**config.mk**
```make
export PLATFORM = sky130hd
export DESIGN_NAME = div_frec_multi
export DESIGN_NICKNAME = d
export VERILOG_FILES = /design/src/rtl/div_frec_multi_pkg.sv /design/src/rtl/div_frec_ch.sv /design/src/rtl/div_frec_multi.sv
export SDC_FILE = /design/constraint.sdc
export NUM_CORES = 1
export LEC_CHECK = 0
export ABC_AREA = 1
export CAP_MARGIN = 0
export CORE_MARGIN = 8
export CORE_UTILIZATION = 30
export CTS_BUF_LIST = sky130_fd_sc_hd__clkbuf_4
export CTS_CLUSTER_SIZE = 14
export DETAILED_ROUTE_END_ITERATION = 12
export DONT_BUFFER_PORTS = 1
export SLEW_MARGIN = 25
export SYNTH_ARGS = -nofsm -noshare
export SYNTH_HDL_FRONTEND = slang
export SYNTH_SLANG_ARGS = --single-unit
```
**constraint.sdc**
```tcl
create_clock -name clkIn -period 11.7 [get_ports clkIn]
set_input_delay 1.755 -clock clkIn [delete_from_list [all_inputs] [get_ports clkIn]]
set_output_delay 1.755 -clock clkIn [all_outputs]
set_load 0.02 [all_outputs]
```
**src/rtl/div_frec_multi_pkg.sv**
```systemverilog
// Shared constants and types for the multi-channel frequency divider.
//   CLK_HZ             : system clock frequency (Nexys 4 board clock)
//   DIV_1HZ/10HZ/1KHZ  : divisors producing 1 Hz, 10 Hz and 1 kHz ticks
//   CNT_W_DEF          : default divisor/counter width, wide enough for DIV_1HZ
//   LD_CH_W            : width of the load channel index
//   ch_op_e            : per-channel action selected on each clock edge
package div_frec_multi_pkg;

  localparam int unsigned CLK_HZ    = 100_000_000;
  localparam int unsigned DIV_1HZ   = CLK_HZ;
  localparam int unsigned DIV_10HZ  = CLK_HZ / 10;
  localparam int unsigned DIV_1KHZ  = CLK_HZ / 1000;
  localparam int unsigned CNT_W_DEF = 27;
  localparam int unsigned LD_CH_W   = 3;

  typedef enum logic [1:0] {
    CH_HOLD,
    CH_COUNT,
    CH_RESTART
  } ch_op_e;

endpackage

```
**src/rtl/div_frec_ch.sv**
```systemverilog
// One divider channel: programmable divisor, phase counter, tick strobe and
// near-50% square wave.
//   clk_i      : system clock
//   rst_i      : synchronous active-high reset (divisor returns to DIV_RST)
//   run_i      : count enable for this edge
//   clr_i      : restart the period (cnt to 0), divisor kept
//   ld_i       : load ld_val_i as the new divisor and restart the period
//   ld_val_i   : divisor to load; 0 behaves as 1
//   tick_o     : one-cycle strobe once every d enabled cycles
//   clk_out_o  : high for floor(d/2), low for ceil(d/2) enabled cycles
module div_frec_ch
  import div_frec_multi_pkg::*;
#(
  parameter int unsigned      CNT_W   = CNT_W_DEF,
  parameter logic [CNT_W-1:0] DIV_RST = CNT_W'(DIV_1HZ)
) (
  input  logic             clk_i,
  input  logic             rst_i,
  input  logic             run_i,
  input  logic             clr_i,
  input  logic             ld_i,
  input  logic [CNT_W-1:0] ld_val_i,
  output logic             tick_o,
  output logic             clk_out_o
);

  logic [CNT_W-1:0] div_q, div_d;
  logic [CNT_W-1:0] cnt_q, cnt_d;
  logic             tick_q, tick_d;
  logic             clk_q, clk_d;
  logic [CNT_W-1:0] d_eff;
  logic [CNT_W-1:0] half;
  ch_op_e           op;

  always_comb begin
    op = CH_HOLD;
    if (ld_i || clr_i) begin
      op = CH_RESTART;
    end else if (run_i) begin
      op = CH_COUNT;
    end

    // On a load the restart phase is derived from the new divisor.
    div_d = ld_i ? ld_val_i : div_q;
    d_eff = (div_d == '0) ? CNT_W'(1) : div_d;
    half  = d_eff >> 1;

    cnt_d  = cnt_q;
    tick_d = 1'b0;
    clk_d  = clk_q;

    case (op)
      CH_RESTART: begin
        cnt_d = '0;
        clk_d = (half != '0);
      end
      CH_COUNT: begin
        if (cnt_q == d_eff - CNT_W'(1)) begin
          cnt_d  = '0;
          tick_d = 1'b1;
        end else begin
          cnt_d = cnt_q + CNT_W'(1);
        end
        clk_d = (cnt_d < half);
      end
      default: ;
    endcase
  end

  always_ff @(posedge clk_i) begin
    if (rst_i) begin
      div_q  <= DIV_RST;
      cnt_q  <= '0;
      tick_q <= 1'b0;
      clk_q  <= 1'b0;
    end else begin
      div_q  <= div_d;
      cnt_q  <= cnt_d;
      tick_q <= tick_d;
      clk_q  <= clk_d;
    end
  end

  assign tick_o    = tick_q;
  assign clk_out_o = clk_q;

endmodule

```
**src/rtl/div_frec_multi.sv**
```systemverilog
// Multi-channel frequency divider: NCH independent dividers on one clock,
// each giving a one-cycle tick (clock enable) and a square wave.
//   clkIn   : system clock
//   reset   : synchronous active-high reset, restores DIV_INIT divisors
//   enable  : global count enable
//   chEn    : per-channel count enable
//   clr     : per-channel synchronous phase clear
//   ld      : divisor load strobe
//   ldCh    : channel targeted by the load; indices >= NCH are ignored
//   ldVal   : new divisor value
//   tick    : per-channel one-cycle strobe
//   clkOut  : per-channel square wave
module div_frec_multi
  import div_frec_multi_pkg::*;
#(
  parameter int unsigned              NCH      = 3,
  parameter int unsigned              CNT_W    = CNT_W_DEF,
  parameter logic [NCH*CNT_W-1:0]     DIV_INIT = {CNT_W'(DIV_1KHZ),
                                                  CNT_W'(DIV_10HZ),
                                                  CNT_W'(DIV_1HZ)}
) (
  input  logic                clkIn,
  input  logic                reset,
  input  logic                enable,
  input  logic [NCH-1:0]      chEn,
  input  logic [NCH-1:0]      clr,
  input  logic                ld,
  input  logic [LD_CH_W-1:0]  ldCh,
  input  logic [CNT_W-1:0]    ldVal,
  output logic [NCH-1:0]      tick,
  output logic [NCH-1:0]      clkOut
);

  for (genvar i = 0; i < NCH; i++) begin : g_ch
    logic ld_hit;
    logic run;

    assign ld_hit = ld & (ldCh == LD_CH_W'(i));
    assign run    = enable & chEn[i];

    div_frec_ch #(
      .CNT_W   (CNT_W),
      .DIV_RST (DIV_INIT[i*CNT_W +: CNT_W])
    ) u_ch (
      .clk_i     (clkIn),
      .rst_i     (reset),
      .run_i     (run),
      .clr_i     (clr[i]),
      .ld_i      (ld_hit),
      .ld_val_i  (ldVal),
      .tick_o    (tick[i]),
      .clk_out_o (clkOut[i])
    );
  end

endmodule

```
### Yosys cells after proc, flatten, opt, wreduce, memory -nomap -nowiden

Cells that the tools add are included.

| word-level totals | value |
|---|---|
| flip-flop bits (word level) | 168 |
| latch bits | 0 |
| bits in writable memories | 0 |
| bits in read-only memories | 0 |
| input port bits | 40 |
| output and inout port bits | 6 |
| word-level logic and storage cells | 84 |
| memories kept | 0 |

| cells by class | value |
|---|---|
| add/subtract/negate cells | 6 |
| $mul | 0 |
| divide/modulo/power cells | 0 |
| order comparisons | 3 |
| equal/unequal tests | 11 |
| shift operators | 0 |
| multiplexer cells | 27 |
| bitwise logic cells | 9 |
| reduce and logical (&&, ||, !) cells | 16 |

Operator list:

| operator | count |
|---|---|
| $mux 27 | 12 |
| $pmux 27 s2 | 3 |
| $add 27x1->27 const B | 3 |
| $eq 27x27->1 | 3 |
| $logic_not 27->1 | 3 |
| $lt 27x26->1 | 3 |
| $reduce_bool 27->1 | 3 |
| $sub 27x1->27 const B | 3 |
| $and 1x1->1 | 6 |
| $eq 2x1->1 const B | 3 |
| $eq 2x2->1 const B | 3 |
| $mux 1 | 6 |
| $mux 2 | 3 |
| $pmux 1 s2 | 3 |
| $reduce_bool 2->1 | 3 |
| $reduce_or 2->1 | 3 |
| $eq 3x1->1 const B | 1 |
| $eq 3x2->1 const B | 1 |
| $logic_not 3->1 | 1 |
| $logic_or 1x1->1 | 3 |
| $not 1->1 | 3 |

### Depth between registers and ports, before layout

| depth | value |
|---|---|
| depth after elaboration | 11 |
| mapped depth | 41 |
| gate-level depth less buffers | 38 |

### By module

A second synthesis with hierarchy kept.

| unflattened totals | value |
|---|---|
| cell total of the unflattened synthesis | 2,365 |
| area, all modules | 14,936.8 um^2 |

By module, submodules not included:

| module | instances | cells an instance | area each (um^2) | sequential area each (um^2) |
|---|---|---|---|---|
| div_frec_ch at g_ch[0].u_ch | 1 | 800 | 5,032.3 | 1,121.1 |
| div_frec_ch at g_ch[1].u_ch | 1 | 800 | 5,021.1 | 1,121.1 |
| div_frec_ch at g_ch[2].u_ch | 1 | 749 | 4,820.9 | 1,121.1 |
| div_frec_multi | 1 | 16 | 62.6 | 0.0 |

### Worst setup path after synthesis

OpenSTA, ideal clock, no wires.

| timing path | value |
|---|---|
| path kind | input to register |
| start | input ld |
| end | register g_ch[0].u_ch.clk_q |
| setup time | 70 ps |
| arrival time | 5,921 ps |
| required time | 11,630 ps |
| path slack | 5,709 ps |
| cell stages on the path | 36 |
| path buffers | 3 |
| cell sequence | inv_1 nor2_4 buf_8 nand2_2 buf_4 o21ai_0 nor2_1 nand2_1 nor2_1 nand2_2 nand2_1 inv_2 ha_1 nand2_1 nor2_2 nand2_1 nor2_1 nand2_1 xnor2_1 nand3b_1 nor2_1 nand2_1 nor2_1 nand2_2 buf_2 nand3_1 inv_1 ha_1 a21oi_1 nand3b_1 a21oi_1 a2111oi_0 nand2_1 nand2_1 nand2_1 a21oi_1 |

| on the way | value |
|---|---|
| longest elaborated chain between the ends | 10 |
| elaborated cells between the ends (all ways) | 16 |
| classes of those cells | 1 x add/sub; 1 x order compare; 3 x eq/ne; 6 x mux; 1 x bitwise; 4 x reduce/logical |

RTL lines:

| item | RTL line | source |
|---|---|---|
| start: declaration | div_frec_multi.sv:27 | `input logic ld,` |
| $and 1x1->1 * | div_frec_multi.sv:38 | `assign ld_hit = ld & (ldCh == LD_CH_W'(i));` |
| $mux 27 | div_frec_ch.sv:44 | `div_d = ld_i ? ld_val_i : div_q;` |
| $logic_not 27->1 | div_frec_ch.sv:45 | `d_eff = (div_d == '0) ? CNT_W'(1) : div_d;` |
| $mux 27 | div_frec_ch.sv:45 |  |
| $sub 27x1->27 | div_frec_ch.sv:58 | `if (cnt_q == d_eff - CNT_W'(1)) begin` |
| $eq 27x27->1 | div_frec_ch.sv:58 |  |
| $mux 27 | div_frec_ch.sv:58 |  |
| $mux 27 | div_frec_ch.sv:52 | `case (op)` |
| $lt 27x26->1 | div_frec_ch.sv:64 | `clk_d = (cnt_d < half);` |
| $pmux 1 s2 | div_frec_ch.sv:52 |  |
| end signal: assignment | div_frec_ch.sv:80 | `clk_q <= clk_d;` |
| end: declaration | div_frec_ch.sv:30 | `logic clk_q, clk_d;` |

Mark *: on every way between the ends. The rest lies on a longest branch, timed or not. The select of a mux whose other input is x is not followed.
A chain may end at the register's enable or synchronous reset.

### Worst setup path after layout

Ends and elaborated chain as after synthesis.

==> impl_metrics.json <==
{
  "drt_iter0_markers": 1121,
  "source_to_sink_clock_delay_at_the_later_pin_of_the_worst_skew_pair_ns": 0.71,
  "critical_path.top_delay_family": "simple AND/OR/NAND/NOR gates",
  "post_cts.repair.setup_buffers": 0,
  "grtUsageMet1_pct": 22.3,
  "ys.flop_type": "sky130_fd_sc_hd__dfxtp_1",
  "yosysUniqueCellTypes": 58,
  "drt-pass1-iter-count": 8,
  "aggregate_global_routing_overflow": 0,
  "synth-edff-count": 0,
  "maxCapViolations": 0,
  "post-route-min-period_ns": 7.12,
  "final_routed_wire_length_divided_by_cell_count_um": 16.1,
  "clock_tree_from_tritoncts": "yes",
  "dieWidth_um": 234,
  "met2_usage_pct": 27.2,
  "tritoncts.num_buffers": 17,
  "cp_class": "primary input to flip-flop",
  "rsz0062_at_grt": "false",
  "grt_start_max_net_pins": 66,
  "worstPathArrival_ns": 7.76,
  "timing.final.max_slew_violations": 0,
  "cts_sinks": 168,
  "finalClockSkew_ns": 0.0235,
  "core_area_um2": 46700,
  "clock_tree.htree_level_count": 4,
  "largest_area_contributor_in_the_netlist": "sky130_fd_sc_hd__dfxtp_1",
  "post_synth_instance_area_um2": 14200,
  "achievable-frequency_ghz": 0.140,
  "cell_chosen_for_the_clock_root": "sky130_fd_sc_hd__clkbuf_4",
  "synth_largest_type_area_fraction_pct": 23.7,
  "synth_area_per_cell_um2": 6.33,
  "powerDensity_nw_per_um2": 81.3,
  "layout-drive-gt1-share_pct": 6.43,
  "setup_violations": 0,
  "vias_per_cell": 4.97,
  "finalHoldWorstSlack_ns": 0.525,
  "hold_class": "flip-flop to flip-flop",
  "postRouteAntennaNets": 0,
  "ys_warn_count": 0,
  "synth_top_cells_by_area": "sky130_fd_sc_hd__dfxtp_1 24%, sky130_fd_sc_hd__nand2_1 14%, sky130_fd_sc_hd__inv_1 11%",
  "totalNegativeSetupSlack_ns": 0,
  "final.setup.worst_slack_ns": 4.58,
  "maxSlewHeadroom_pct": 33.5,
  "min_period_over_period_pct": 60.9,
  "end_kind": "flip-flop",
  "critical_path.max_stage_delay_ns": 0.68,
  "placementRows": 79,
  "hpwl_um": 36800,
  "max-clock-path-buffers": 2,
  "critical_path_required_ns": 12.34,
  "synth-async-reset-ratio_pct": 0,
  "timing.critical_path.from_type": "primary input",
  "p_leak_nw": 7.37,
  "clk_transition_reported_paths_ns": 0.14,
  "synth_nets": 2365,
  "drt_drc_violations_left": 0,
  "pre_cts_ws_ns": 3.95,
  "grt_use_met3_pct": 2.91,
  "vdd.ir_drop.worst_mv": 0.0662,
  "die_h_um": 234,
  "top_level_ports": 46,
  "grt_usage_pct": 16.7,
  "tightestPinTransition_ns": 0.996,
  "path_common_cell": "sky130_fd_sc_hd__nand2_1",
  "global_route.peak_usage_layer": "met2",
  "initial_core_util_pct": 30.4,
  "synth-seq-area-share_pct": 23.7,
  "gp_congestion": 0.930,
  "post_cts_resized": 0,
  "ys_ff_latch": 168,
  "timing.critical_path.slowest_stage_cell": "sky130_fd_sc_hd__o21ai_0",
  "grt_antenna_before_repair": 3,
  "result_of_the_run": "completed",
  "via_count_of_the_first_global_routing_pass": 13300,
  "postSynthCellCount": 2244,
  "finalNetCount": 2333,
  "port_buffers": 0,
  "route.final.wire_length_um": 45600,
  "areaGrowthSynthToFinish_pct": 5.51,
  "crit_path_max_fanout": 65,
  "global_route_wire_length_before_repair_um": 71700,
  "die-area_um2": 54500,
  "route.vias.total": 14100,
  "ff2ff_setup_slack_ns": 6.53,
  "hold_viol": 0,
  "crit_buf_inv": 4,
  "cts-hold-fix-buffers": 0
}
[flip-flops by register name, indices dropped and copies added, names as in the netlist]
register / flops
g_ch.u_ch.cnt_q: 81
g_ch.u_ch.tick_o: 3
g_ch.u_ch.div_q: 81
g_ch.u_ch.clk_out_o: 3
[metal layers]
metal,part of all wire [%],vias up,wire length (um)
met5,0.028,-,13
met4,1.8,2,806
met3,5.4,50,2450
met2,45,370,20600
met1,48,6565,21700
li1,-,7102,-
[tightest hold or removal path, delay by kind of cell (launching register included)]
family           cells  cell delay (ns)
AO/OA/AOI/OAI        1             0.06
flip-flops           1             0.36
AND/OR/NAND/NOR      1             0.07
[per-stage QoR]
step / util, % / instance area [um^2] / std cells / total power, mW
after detailed placement: 31.4 / 14700 / 2800 / 0.825
after global routing: 32.1 / 15000 / 2833 / 1.28
after floorplan: - / 14200 / 2244 / 0.771
after CTS: 32.1 / 15000 / 2831 / 1.23
final: 32.1 / 15000 / 2833 / 1.22
after global placement: 31.4 / 14700 / 2800 / 0.824
[final timing paths]
path,from,end,cells after the start
min reg2reg,g_ch[0].u_ch.cnt_q[0]$_SDFFE_PP0P_,g_ch[0].u_ch.cnt_q[0]$_SDFFE_PP0P_,2
max reg2reg,g_ch[2].u_ch.div_q[10]$_SDFF_PP1_,g_ch[2].u_ch.clk_out_o$_SDFFE_PP0P_,32
min,g_ch[0].u_ch.cnt_q[0]$_SDFFE_PP0P_,g_ch[0].u_ch.cnt_q[0]$_SDFFE_PP0P_,2
max,ld,g_ch[0].u_ch.clk_out_o$_SDFFE_PP0P_,33
[kinds of logic after synthesis]
| group | synth area share (%) |
|---|---|
| DFF | 23.7 |
| and+or+nand+nor | 37.4 |
| buffers and inverters | 13.3 |
| AOI/OAI and AO/OA | 9.47 |
| xor gates and xnor gates | 8.99 |
| adders and majority gates | 7.14 |
[where the power goes]
part | total, mW | internal, mW | leakage (nW) | switching [mW]
Combinational | 0.230 | 0.0640 | 5.84 | 0.166
Sequential | 0.587 | 0.582 | 1.36 | 0.00482
Clock | 0.402 | 0.174 | 0.174 | 0.228
[cells in the mapped netlist (2+ instances only)]
cell and count:
sky130_fd_sc_hd__nand2_1 520, sky130_fd_sc_hd__inv_1 400, sky130_fd_sc_hd__nor2_1 243, sky130_fd_sc_hd__nand3_1 186, sky130_fd_sc_hd__dfxtp_1 168, sky130_fd_sc_hd__xor2_1 130, sky130_fd_sc_hd__ha_1 81, sky130_fd_sc_hd__o22ai_1 62
sky130_fd_sc_hd__nand4_1 61, sky130_fd_sc_hd__a21oi_1 50, sky130_fd_sc_hd__o21ai_0 50, sky130_fd_sc_hd__nor3_1 33, sky130_fd_sc_hd__nand2_2 24, sky130_fd_sc_hd__clkbuf_1 23, sky130_fd_sc_hd__nor2_2 20, sky130_fd_sc_hd__nor4_1 18
sky130_fd_sc_hd__buf_2 13, sky130_fd_sc_hd__xnor2_1 12, sky130_fd_sc_hd__inv_2 11, sky130_fd_sc_hd__o32ai_1 10, sky130_fd_sc_hd__buf_4 9, sky130_fd_sc_hd__buf_6 9, sky130_fd_sc_hd__nand2_4 9, sky130_fd_sc_hd__o21ai_1 9
sky130_fd_sc_hd__nand3b_1 8, sky130_fd_sc_hd__nor2_4 8, sky130_fd_sc_hd__o21ai_2 8, sky130_fd_sc_hd__and2_1 7, sky130_fd_sc_hd__or2_2 7, sky130_fd_sc_hd__nand3_2 6, sky130_fd_sc_hd__a2111oi_0 4, sky130_fd_sc_hd__o211ai_1 4
sky130_fd_sc_hd__a211oi_1 3, sky130_fd_sc_hd__o2111ai_1 3, sky130_fd_sc_hd__o21ai_4 3, sky130_fd_sc_hd__or2_1 3, sky130_fd_sc_hd__a31oi_1 2, sky130_fd_sc_hd__and3_1 2, sky130_fd_sc_hd__clkinv_1 2, sky130_fd_sc_hd__nor2_8 2
sky130_fd_sc_hd__o21bai_1 2, sky130_fd_sc_hd__o31ai_1 2, sky130_fd_sc_hd__xor2_2 2
[layout make-up]
cell class,instances,area (um^2)
Sequential cell,168,3360
Tap cell,607,759
Inverter,413,1550
Fill cell,5156,31700
Multi-Input combinational cell,1608,8950
Clock buffer,19,143
Antenna cell,2,5.00
Clock inverter,12,175
Timing Repair Buffer,4,30.0
[layout by cell type, fill, tap and decap left out, types with 11 or more instances in the layout]
cell | synthesis | layout
sky130_fd_sc_hd__dfxtp_1 | 168 | 168
sky130_fd_sc_hd__xor2_1 | 130 | 130
sky130_fd_sc_hd__o21ai_0 | 50 | 50
sky130_fd_sc_hd__nor2_1 | 243 | 243
sky130_fd_sc_hd__inv_2 | 11 | 11
sky130_fd_sc_hd__nand2_2 | 24 | 26
sky130_fd_sc_hd__nor3_1 | 33 | 33
sky130_fd_sc_hd__nor4_1 | 18 | 18
sky130_fd_sc_hd__nand4_1 | 61 | 61
sky130_fd_sc_hd__o22ai_1 | 62 | 62
sky130_fd_sc_hd__nand3_1 | 186 | 186
sky130_fd_sc_hd__nand2_1 | 520 | 518
sky130_fd_sc_hd__nor2_2 | 20 | 20
sky130_fd_sc_hd__inv_1 | 400 | 400
sky130_fd_sc_hd__clkbuf_4 | 0 | 19
sky130_fd_sc_hd__xnor2_1 | 12 | 12
sky130_fd_sc_hd__ha_1 | 81 | 81
sky130_fd_sc_hd__a21oi_1 | 50 | 50
No activity file was read; power rests on OpenSTA's default activity.
